--- src/rtl/bw_vcmp_unit_pkg.sv ---
// rtl/bw_vcmp_unit_pkg.sv - shared types for the BlackWidow vector compare unit
// Contents:
//   cmp_op_t       compare opcode (LT, GE, LE, GT, EQ, NE; 6 and 7 reserved)
//   vcmp_req_t     latched request controls (op, sign, imm select, mask, zero, old)
//   vcmp_state_t   sequencer states
package bw_vcmp_unit_pkg;

  // Upper bound on lanes carried by the request struct; the top checks LANES against it.
  localparam int VCMP_MAX_LANES = 8;

  typedef enum logic [2:0] {
    CMP_LT = 3'd0,
    CMP_GE = 3'd1,
    CMP_LE = 3'd2,
    CMP_GT = 3'd3,
    CMP_EQ = 3'd4,
    CMP_NE = 3'd5
  } cmp_op_t;

  typedef struct packed {
    cmp_op_t                   op;
    logic                      sgn;
    logic                      use_imm;
    logic [VCMP_MAX_LANES-1:0] mask;
    logic                      zero;
    logic [VCMP_MAX_LANES-1:0] old;
  } vcmp_req_t;

  typedef enum logic [1:0] {
    ST_IDLE = 2'd0,
    ST_RUN  = 2'd1,
    ST_DONE = 2'd2
  } vcmp_state_t;

endpackage

--- src/rtl/bw_vcmp_unit_if.sv ---
// rtl/bw_vcmp_unit_if.sv - request/result handshake bundle for bw_vcmp_unit
// Signals:
//   req_valid/req_ready   request handshake (issue side)
//   req_op..req_old       request payload, sampled on accept
//   res_valid/res_ready   result handshake (predicate write side)
//   res_pred/any/all      result payload, stable while res_valid
// Modports: slave = the compare unit, master = issue + consumer.
interface bw_vcmp_unit_if #(
  parameter int WID   = 64,
  parameter int LANES = 8
);

  logic                   req_valid;
  logic                   req_ready;
  logic [2:0]             req_op;
  logic                   req_sgn;
  logic                   req_use_imm;
  logic [LANES*WID-1:0]   req_a;
  logic [LANES*WID-1:0]   req_b;
  logic [WID-1:0]         req_imm;
  logic [LANES-1:0]       req_mask;
  logic                   req_zero;
  logic [LANES-1:0]       req_old;
  logic                   res_valid;
  logic                   res_ready;
  logic [LANES-1:0]       res_pred;
  logic                   res_any;
  logic                   res_all;

  modport slave (
    input  req_valid, req_op, req_sgn, req_use_imm, req_a, req_b, req_imm,
           req_mask, req_zero, req_old, res_ready,
    output req_ready, res_valid, res_pred, res_any, res_all
  );

  modport master (
    output req_valid, req_op, req_sgn, req_use_imm, req_a, req_b, req_imm,
           req_mask, req_zero, req_old, res_ready,
    input  req_ready, res_valid, res_pred, res_any, res_all
  );

endinterface

--- src/rtl/bw_vcmp_unit_cmp_lane.sv ---
// rtl/bw_vcmp_unit_cmp_lane.sv - single-lane combinational comparator (module bw_cmp_lane)
// Ports:
//   i_op   compare opcode; reserved codes yield 0
//   i_sgn  1 = two's-complement compare, 0 = unsigned
//   i_a    left operand
//   i_b    right operand
//   o_res  1 when (i_a op i_b) holds
module bw_cmp_lane
  import bw_vcmp_unit_pkg::*;
#(
  parameter int WID = 64
) (
  input  cmp_op_t        i_op,
  input  logic           i_sgn,
  input  logic [WID-1:0] i_a,
  input  logic [WID-1:0] i_b,
  output logic           o_res
);

  logic w_lt;
  logic w_eq;

  // Every relation is derived from one less-than and one equality.
  always_comb begin
    w_eq  = (i_a == i_b);
    w_lt  = i_sgn ? ($signed(i_a) < $signed(i_b)) : (i_a < i_b);
    o_res = 1'b0;
    case (i_op)
      CMP_LT:  o_res = w_lt;
      CMP_GE:  o_res = ~w_lt;
      CMP_LE:  o_res = w_lt | w_eq;
      CMP_GT:  o_res = ~(w_lt | w_eq);
      CMP_EQ:  o_res = w_eq;
      CMP_NE:  o_res = ~w_eq;
      default: o_res = 1'b0;
    endcase
  end

endmodule

--- src/rtl/bw_vcmp_unit.sv ---
// rtl/bw_vcmp_unit.sv - multi-cycle vector compare producing a masked predicate plus any/all
// Ports:
//   clk    clock
//   rst_n  asynchronous active-low reset; aborts any operation in flight
//   bus    bw_vcmp_unit_if.slave: request in, predicate result out
// Parameters: WID lane width, LANES lanes per request, LPC lanes evaluated per clock.
module bw_vcmp_unit
  import bw_vcmp_unit_pkg::*;
#(
  parameter int WID   = 64,
  parameter int LANES = 8,
  parameter int LPC   = 2
) (
  input  logic                 clk,
  input  logic                 rst_n,
  bw_vcmp_unit_if.slave        bus
);

  localparam int NCHUNK = LANES / LPC;
  localparam int CW     = (NCHUNK > 1) ? $clog2(NCHUNK) : 1;
  localparam int IW     = (LANES > 1) ? $clog2(LANES) : 1;

  if (LPC < 1 || (LANES % LPC) != 0) begin : g_bad_lpc
    $error("bw_vcmp_unit: LPC must be positive and divide LANES");
  end
  if (LANES > VCMP_MAX_LANES) begin : g_bad_lanes
    $error("bw_vcmp_unit: LANES exceeds VCMP_MAX_LANES");
  end

  vcmp_state_t          r_state;
  vcmp_state_t          w_next;
  logic                 w_req_ready;
  logic                 w_res_valid;
  logic                 w_accept;
  logic                 w_last;

  vcmp_req_t            r_req;
  logic [LANES*WID-1:0] r_a;
  logic [LANES*WID-1:0] r_b;
  logic [WID-1:0]       r_imm;
  logic [CW-1:0]        r_cnt;
  logic [LANES-1:0]     r_pred;
  logic                 r_any;
  logic                 r_all;

  logic [LANES-1:0]     w_pred_nxt;
  logic                 w_any_nxt;
  logic                 w_all_nxt;

  logic [IW-1:0]        w_idx      [LPC];
  logic [WID-1:0]       w_lane_a   [LPC];
  logic [WID-1:0]       w_lane_b   [LPC];
  logic                 w_lane_res [LPC];

  assign w_accept = bus.req_valid & w_req_ready;
  assign w_last   = (r_cnt == CW'(NCHUNK - 1));

  always_ff @(posedge clk or negedge rst_n) begin
    if (!rst_n) begin
      r_state <= ST_IDLE;
    end else begin
      r_state <= w_next;
    end
  end

  always_comb begin
    w_next      = r_state;
    w_req_ready = 1'b0;
    w_res_valid = 1'b0;
    case (r_state)
      ST_IDLE: begin
        w_req_ready = 1'b1;
        if (bus.req_valid) w_next = ST_RUN;
      end
      ST_RUN: begin
        if (w_last) w_next = ST_DONE;
      end
      ST_DONE: begin
        w_res_valid = 1'b1;
        if (bus.res_ready) w_next = ST_IDLE;
      end
      default: w_next = ST_IDLE;
    endcase
  end

  // Chunk lanes: lane index cnt*LPC + j; b is replaced by the immediate in broadcast mode.
  for (genvar j = 0; j < LPC; j++) begin : g_lane
    assign w_idx[j]    = IW'(int'(r_cnt) * LPC + j);
    assign w_lane_a[j] = r_a[w_idx[j]*WID +: WID];
    assign w_lane_b[j] = r_req.use_imm ? r_imm : r_b[w_idx[j]*WID +: WID];

    bw_cmp_lane #(
      .WID (WID)
    ) u_lane (
      .i_op  (r_req.op),
      .i_sgn (r_req.sgn),
      .i_a   (w_lane_a[j]),
      .i_b   (w_lane_b[j]),
      .o_res (w_lane_res[j])
    );
  end

  // Only active lanes feed the reductions; inactive lanes take zero or the old bit.
  always_comb begin
    w_pred_nxt = r_pred;
    w_any_nxt  = r_any;
    w_all_nxt  = r_all;
    for (int j = 0; j < LPC; j++) begin
      if (r_req.mask[w_idx[j]]) begin
        w_pred_nxt[w_idx[j]] = w_lane_res[j];
        w_any_nxt            = w_any_nxt | w_lane_res[j];
        w_all_nxt            = w_all_nxt & w_lane_res[j];
      end else begin
        w_pred_nxt[w_idx[j]] = ~r_req.zero & r_req.old[w_idx[j]];
      end
    end
  end

  always_ff @(posedge clk or negedge rst_n) begin
    if (!rst_n) begin
      r_req  <= '0;
      r_a    <= '0;
      r_b    <= '0;
      r_imm  <= '0;
      r_cnt  <= '0;
      r_pred <= '0;
      r_any  <= 1'b0;
      r_all  <= 1'b0;
    end else if (w_accept) begin
      r_req.op      <= cmp_op_t'(bus.req_op);
      r_req.sgn     <= bus.req_sgn;
      r_req.use_imm <= bus.req_use_imm;
      r_req.mask    <= VCMP_MAX_LANES'(bus.req_mask);
      r_req.zero    <= bus.req_zero;
      r_req.old     <= VCMP_MAX_LANES'(bus.req_old);
      r_a           <= bus.req_a;
      r_b           <= bus.req_b;
      r_imm         <= bus.req_imm;
      r_cnt         <= '0;
      // Reduction identities, so an empty mask ends with any=0, all=1.
      r_any         <= 1'b0;
      r_all         <= 1'b1;
    end else if (r_state == ST_RUN) begin
      r_cnt  <= r_cnt + CW'(1);
      r_pred <= w_pred_nxt;
      r_any  <= w_any_nxt;
      r_all  <= w_all_nxt;
    end
  end

  assign bus.req_ready = w_req_ready;
  assign bus.res_valid = w_res_valid;
  assign bus.res_pred  = r_pred;
  assign bus.res_any   = r_any;
  assign bus.res_all   = r_all;

endmodule

--- src/flat_wrapper.sv ---
// flat-port wrapper written by rule: the top's interface ports become plain ports
module bw_vcmp_unit_flat import bw_vcmp_unit_pkg::*;
#(
  parameter int WID   = 64,
  parameter int LANES = 8,
  parameter int LPC   = 2
)
  (clk, rst_n, bus_req_valid, bus_req_op, bus_req_sgn, bus_req_use_imm, bus_req_a, bus_req_b, bus_req_imm, bus_req_mask, bus_req_zero, bus_req_old, bus_res_ready, bus_req_ready, bus_res_valid, bus_res_pred, bus_res_any, bus_res_all);
  bw_vcmp_unit_if #(.WID(WID), .LANES(LANES)) bus_i ();
  input  logic clk;
  input  logic rst_n;
  input wire logic [$bits(bus_i.req_valid)-1:0] bus_req_valid;
  input wire logic [$bits(bus_i.req_op)-1:0] bus_req_op;
  input wire logic [$bits(bus_i.req_sgn)-1:0] bus_req_sgn;
  input wire logic [$bits(bus_i.req_use_imm)-1:0] bus_req_use_imm;
  input wire logic [$bits(bus_i.req_a)-1:0] bus_req_a;
  input wire logic [$bits(bus_i.req_b)-1:0] bus_req_b;
  input wire logic [$bits(bus_i.req_imm)-1:0] bus_req_imm;
  input wire logic [$bits(bus_i.req_mask)-1:0] bus_req_mask;
  input wire logic [$bits(bus_i.req_zero)-1:0] bus_req_zero;
  input wire logic [$bits(bus_i.req_old)-1:0] bus_req_old;
  input wire logic [$bits(bus_i.res_ready)-1:0] bus_res_ready;
  output wire logic [$bits(bus_i.req_ready)-1:0] bus_req_ready;
  output wire logic [$bits(bus_i.res_valid)-1:0] bus_res_valid;
  output wire logic [$bits(bus_i.res_pred)-1:0] bus_res_pred;
  output wire logic [$bits(bus_i.res_any)-1:0] bus_res_any;
  output wire logic [$bits(bus_i.res_all)-1:0] bus_res_all;
  assign bus_i.req_valid = bus_req_valid;
  assign bus_i.req_op = bus_req_op;
  assign bus_i.req_sgn = bus_req_sgn;
  assign bus_i.req_use_imm = bus_req_use_imm;
  assign bus_i.req_a = bus_req_a;
  assign bus_i.req_b = bus_req_b;
  assign bus_i.req_imm = bus_req_imm;
  assign bus_i.req_mask = bus_req_mask;
  assign bus_i.req_zero = bus_req_zero;
  assign bus_i.req_old = bus_req_old;
  assign bus_i.res_ready = bus_res_ready;
  assign bus_req_ready = bus_i.req_ready;
  assign bus_res_valid = bus_i.res_valid;
  assign bus_res_pred = bus_i.res_pred;
  assign bus_res_any = bus_i.res_any;
  assign bus_res_all = bus_i.res_all;
  bw_vcmp_unit #(.WID(WID), .LANES(LANES), .LPC(LPC)) u_core (.clk(clk), .rst_n(rst_n), .bus(bus_i));
endmodule
--- config.mk ---
export PLATFORM = sky130hd
export DESIGN_NAME = bw_vcmp_unit_flat
export DESIGN_NICKNAME = d
export VERILOG_FILES = /design/src/rtl/bw_vcmp_unit_pkg.sv /design/src/rtl/bw_vcmp_unit_if.sv /design/src/rtl/bw_vcmp_unit_cmp_lane.sv /design/src/rtl/bw_vcmp_unit.sv /design/src/flat_wrapper.sv
export SDC_FILE = /design/constraint.sdc
export NUM_CORES = 2
export LEC_CHECK = 0
export CAP_MARGIN = 40
export CORE_AREA = 3 3 436 438
export CTS_CLUSTER_SIZE = 28
export DETAILED_ROUTE_END_ITERATION = 8
export DIE_AREA = 0 0 439 441
export PLACE_DENSITY = 0.49
export RECOVER_POWER = 25
export SYNTH_ARGS = -nofsm -noshare
export SYNTH_HDL_FRONTEND = slang
export SYNTH_SLANG_ARGS = --single-unit
--- constraint.sdc ---
create_clock -name clk -period 9 [get_ports clk]
set_input_delay 1.8 -clock clk [delete_from_list [all_inputs] [get_ports clk]]
set_output_delay 1.8 -clock clk [all_outputs]
set_load 0.02 [all_outputs]
-- After elaboration in Yosys (flattened, before gate mapping)
Index checks and enable logic that the tools add are counted.
- multiplexer cells: 40
- equality and inequality tests: 13
- shift-type cells: 4
- reductions and logical operators: 7
- order comparisons: 8
- bitwise gates (word level): 17
- $add $sub $neg: 2
- operators by type and width (kind ; count):
    512-bit by 10-bit indexed part select with 64-bit output ; 4
    64-bit < comparator ; 4
    64-bit equality test ; 2
    64-bit two-way mux ; 2
    8-bit bitwise mux ; 4
    1-bit two-way mux ; 18
    8-bit two-way mux ; 2
    1-bit case mux with 6 select lines ; 2
    2-bit two-way mux ; 5
    3-bit by 4-bit < comparator with 1-bit output, second input constant ; 2
    1-bit NOT ; 8
    1-bit binary-select mux with 3-bit select ; 2
    3-bit by 2-bit equality test with 1-bit output, second input constant ; 2
    3-bit equality test, second input constant ; 2
    3-bit by 1-bit >= comparator with 1-bit output, second input constant ; 2
    2-bit case mux with 3 select lines ; 1
    1-bit bitwise AND ; 5
    1-bit binary-select mux with 2-bit select ; 2
    2-bit equality test, second input constant ; 2
    2-bit != test, second input constant ; 2
    1-bit bitwise OR ; 4
    3-bit by 1-bit adder with 3-bit output, second input constant ; 1
    1-bit demux with 3-bit select ; 1
    3-bit by 1-bit equality test with 1-bit output, second input constant ; 1
    other kinds (10) ; 11
- input port bits: 1114
- output and inout port bits: 12
- word-level logic and storage cells: 105
- register bits after elaboration: 1124

-- Longest topological paths before layout
- depth after elaboration: 13
- depth in mapped cells: 16

-- Hierarchy
From an unflattened synthesis, not the netlist that was laid out.
- cell total of the unflattened synthesis: 5911
- area, all modules: 53792.8 um^2
- by module, submodules not included (module ; cells each ; seq. area each (um^2) ; area an instance (um^2) ; instances):
    bw_vcmp_unit ; 5419 ; 28127.0 ; 50239.4 ; 1
    bw_cmp_lane ; 246 ; 0.0 ; 1776.7 ; 2

-- Worst setup path before layout
OpenSTA, ideal clock, no wires.
- path kind: reg2reg
- start: register u_core.r_cnt[0]
- end: register u_core.r_any, in the netlist u_core.bus.res_any
- data required time: 8874 ps
- period minus slack after synthesis: 4483 ps
- slack: 4517 ps
- cell stages (with the launch flop): 16
- library setup time: 126 ps
- buffers on the path: 3
- data arrival time: 4357 ps
- cell sequence: dfrtp_1 -> buf_2 -> clkbuf_1 -> buf_1 -> mux4_2 -> ha_1 -> a21oi_1 -> nand2_1 -> a221oi_1 -> nor3_2 -> a2111oi_2 -> o211ai_2 -> xnor2_1 -> mux2_4 -> o21ba_1 -> a221o_1
- cells in the longest elaborated chain, start to end: 13
- ends and longest elaborated chain (item ; line ; text):
    start: declaration ; bw_vcmp_unit.sv:41 ; logic [CW-1:0] r_cnt;
    start signal: assignment ; bw_vcmp_unit.sv:144 ; r_cnt <= r_cnt + CW'(1);
    branches (longest 10 deep; another with 64-bit < comparator) ; - ;
    1-bit two-way mux (*) ; bw_vcmp_unit.sv:109 ; if (r_req.mask[w_idx[j]]) begin
    1-bit two-way mux (*) ; bw_vcmp_unit.sv:143 ; end else if (r_state == ST_RUN) begin
    1-bit two-way mux (*) ; bw_vcmp_unit.sv:129 ; end else if (w_accept) begin
    end signal: assignment ; bw_vcmp_unit.sv:146 ; r_any <= w_any_nxt;
    end: declaration ; bw_vcmp_unit.sv:43 ; logic r_any;
Every way passes the cells marked *. The select of a mux whose other input is x is not followed.
A chain may end at the register's enable or synchronous reset.

==> run metrics <==
Total Neg Setup Slack=0 ns; status=complete, but fails checks; Top Family by Delay on Critical Path=buffers and inverters; final core utilization=38.1%; Worst Hold Depth=2; Total GRT Usage=23.5%; post-synthesis register bit count=1124; CTS tree=yes; # port buffers=1125; WL final=about 230000 um; DRC viols=0; count leader, synth=nand2_1; post-DP HPWL=between 150000 and 200000 um; core area=187000 um^2; TritonRoute pass-1 iters=5; Synth area leaders=dfrtp_1, nand2_1, mux4_2, ha_1, mux2i_1; WP data arrival=~6.0 ns; failing checks=capacitance limit, slew limit; vias per cell=4.68; clk root buf=clkbuf_16; vias in the first global route=45.6k; Pins Over Slew Limit=283; critical path's slowest cell=clkbuf_1; GRT overflow=0; sequential cell area fraction in the yosys report=53.8%; # Post-CTS Setup Buffers=0; Crit path buffers/inverters=2; Die ar.=between 150000 and 200000 um^2; Worst-Margin Slew=4.79 ns; Multi-input gate area=around 23000 um^2; Synth area leader=dfrtp_1; mean routed wirelength per cell=around 25 um; Hold Fails Final Rpt=0; Yosys cell types=56; syn avg cell area=9.36 um^2; FF-to-FF path depth=16; cell depth of the worst setup path=2; filler cell count=18.8k; Synth Cell Area=52300 um^2; kind of critical path=in -> async; YS warnings=0; FFs w/ async S/R, synth=between 90% and 100%; ys flop type=dfrtp_1; fraction of layout instances using a drive strength above 1=8.38%; Final nets=7840; Min Hold Slack=0.468 ns; Longest Clk Path Bufs=3; Layout Skew=0.0346 ns; Rows=159; RSZ-0062 raised after global routing=no; largest net degree at the start of global routing=209; fin crit period=6.29 ns; hold_buf cts=0; final setup fails=0; Cell Chain, Critical Path=buf_8 -> clkbuf_1; Max Freq=159 MHz; CP Launch Type=input pin; CTS H-tree lvls=4; IO Count=about 1.1k; Crit. End Element=asynchronous set/reset pin; clk_lat worst skew=roughly 0.77 ns; Leakage=34.4 nW; number of flops mapped to enable cells by yosys=0; first-pass GRT wire length=326000 um; Cells after Synth=5587; fin crit share=69.9%; Worst path max stage delay=3.39 ns; RePlAce Congestion=0.901; clk sink count=1124; synthesis-to-layout area growth=36.0%; register area=between 20000 and 30000 um^2; max_cap viols=6; Die Ht=441 um; total CTS buffers=137; VDD IR max=0.000230 V; worst hold-check path type=reg -> reg; Slew HR=-219%; via count=43.2k; 1st-iter DRT viols=3199; Pwr Density=379 nW/um^2; Worst-path clk slew=0.06 ns; initial cell density of the core=28.0%; CP required=8.70 ns; Antenna Violating Nets Remaining=0; top cell type's share of synthesized area=53.8%; initial antenna violation count=68; Synth top cells by count=nand2_1, dfrtp_1, clkbuf_1, mux4_2, ha_1; Syn Nets=6833; CTS resizes=0; CP max FO=109; Die W=approximately 440 um
## where the power goes
group	total [mW]	internal, mW	switching (mW)
Combinational	11.8	4.96	6.84
Sequential	9.29	7.48	1.81
Clock	5.86	3.50	2.36
Total	27.0	15.9	11.0
## cell usage in the layout (no fill, tap or decap), types with 5 or more instances in the layout
master	Yosys	final
nor3_1	8	8
buf_12	0	21
nand3_1	20	20
buf_4	0	31
a21oi_1	57	57
mux4_2	260	260
buf_16	0	6
inv_1	12	12
clkbuf_1	269	26
nand4_1	19	19
dfrtp_1	1124	1122
diode_2	0	34
clkdlybuf4s50_1	0	1123
inv_6	0	5
a21o_1	6	6
clkbuf_8	0	26
o21ai_0	25	25
bufinv_16	0	15
o211ai_1	5	5
clkbuf_16	0	139
and4_1	7	7
nor2_1	23	23
nand2_1	3374	3373
mux2i_1	126	126
a221oi_1	6	6
ha_1	132	132
clkinv_2	0	22
nand2b_1	6	6
## flip-flops by register name, summed over array words and instances (netlist names)
signal               cells
u_core.r_state           2
u_core.r_cnt             2
u_core.r_imm            64
u_core.r_req            22
u_core.r_b             512
u_core.bus.res_all       1
u_core.r_a             512
u_core.bus.res_pred      8
u_core.bus.res_any       1
## routing by layer
| layer | vias to the layer above | part of all wire [%] | wire length (um) | track usage [%] |
|---|---|---|---|---|
| met1 | 21400 | 37 | 85500 | 26.1 |
| met2 | 1319 | 54 | 126000 | 43.4 |
| met3 | 353 | 4.8 | 11300 | 4.18 |
| met5 | - | 0.054 | 127 | 0 |
| li1 | 20100 | - | - | - |
| met4 | 22 | 4.6 | 10900 | 10.9 |
## area by class of cell
type / instances / share of cell area, %
Clock buffer: 186 / 5.50
Multi-Input combinational cell: 4129 / 32.2
Tap cell: 2495 / 4.39
Clock inverter: 57 / 1.16
Timing Repair Buffer: 1189 / 17.0
Inverter: 13 / 0.0686
Sequential cell: 1124 / 39.5
Antenna cell: 34 / 0.120
## worst paths after layout
check | end | from | slack [ns]
max in group clk | u_core.bus.res_pred[7] | u_core.r_cnt[0] | 2.75
min in group asynchronous | u_core.r_a[377] | rst_n | 1.11
min | u_core.r_b[335] | u_core.r_b[335] | 0.47
max | u_core.r_b[435] | rst_n | 2.71
min reg2reg | u_core.r_b[335] | u_core.r_b[335] | 0.47
max reg2reg | u_core.bus.res_pred[7] | u_core.r_cnt[0] | 2.75
## metrics by stage
stage	area, um^2	std cells	setup slack [ns]	total power, mW
after floorplan	52300	5587	4.52	16.2
after global placement	66100	8938	2.46	21.3
after detailed placement	66400	8950	3.34	21.5
after CTS	71100	9193	3.30	27.5
after global routing	71200	9222	1.70	28.9
final	71200	9227	2.71	27.0
## kinds of logic after synthesis
logic type / Yosys count / share of synthesized area (%)
xor gates and xnor gates: 2 / 0.0335
AOI/OAI and AO/OA: 128 / 1.52
muxes: 387 / 13.6
and+or+nand+nor: 3480 / 25.4
DFF: 1124 / 53.8
adders and majority gates: 132 / 3.16
buffers and inverters: 334 / 2.44
(Power assumes the default switching activity.)
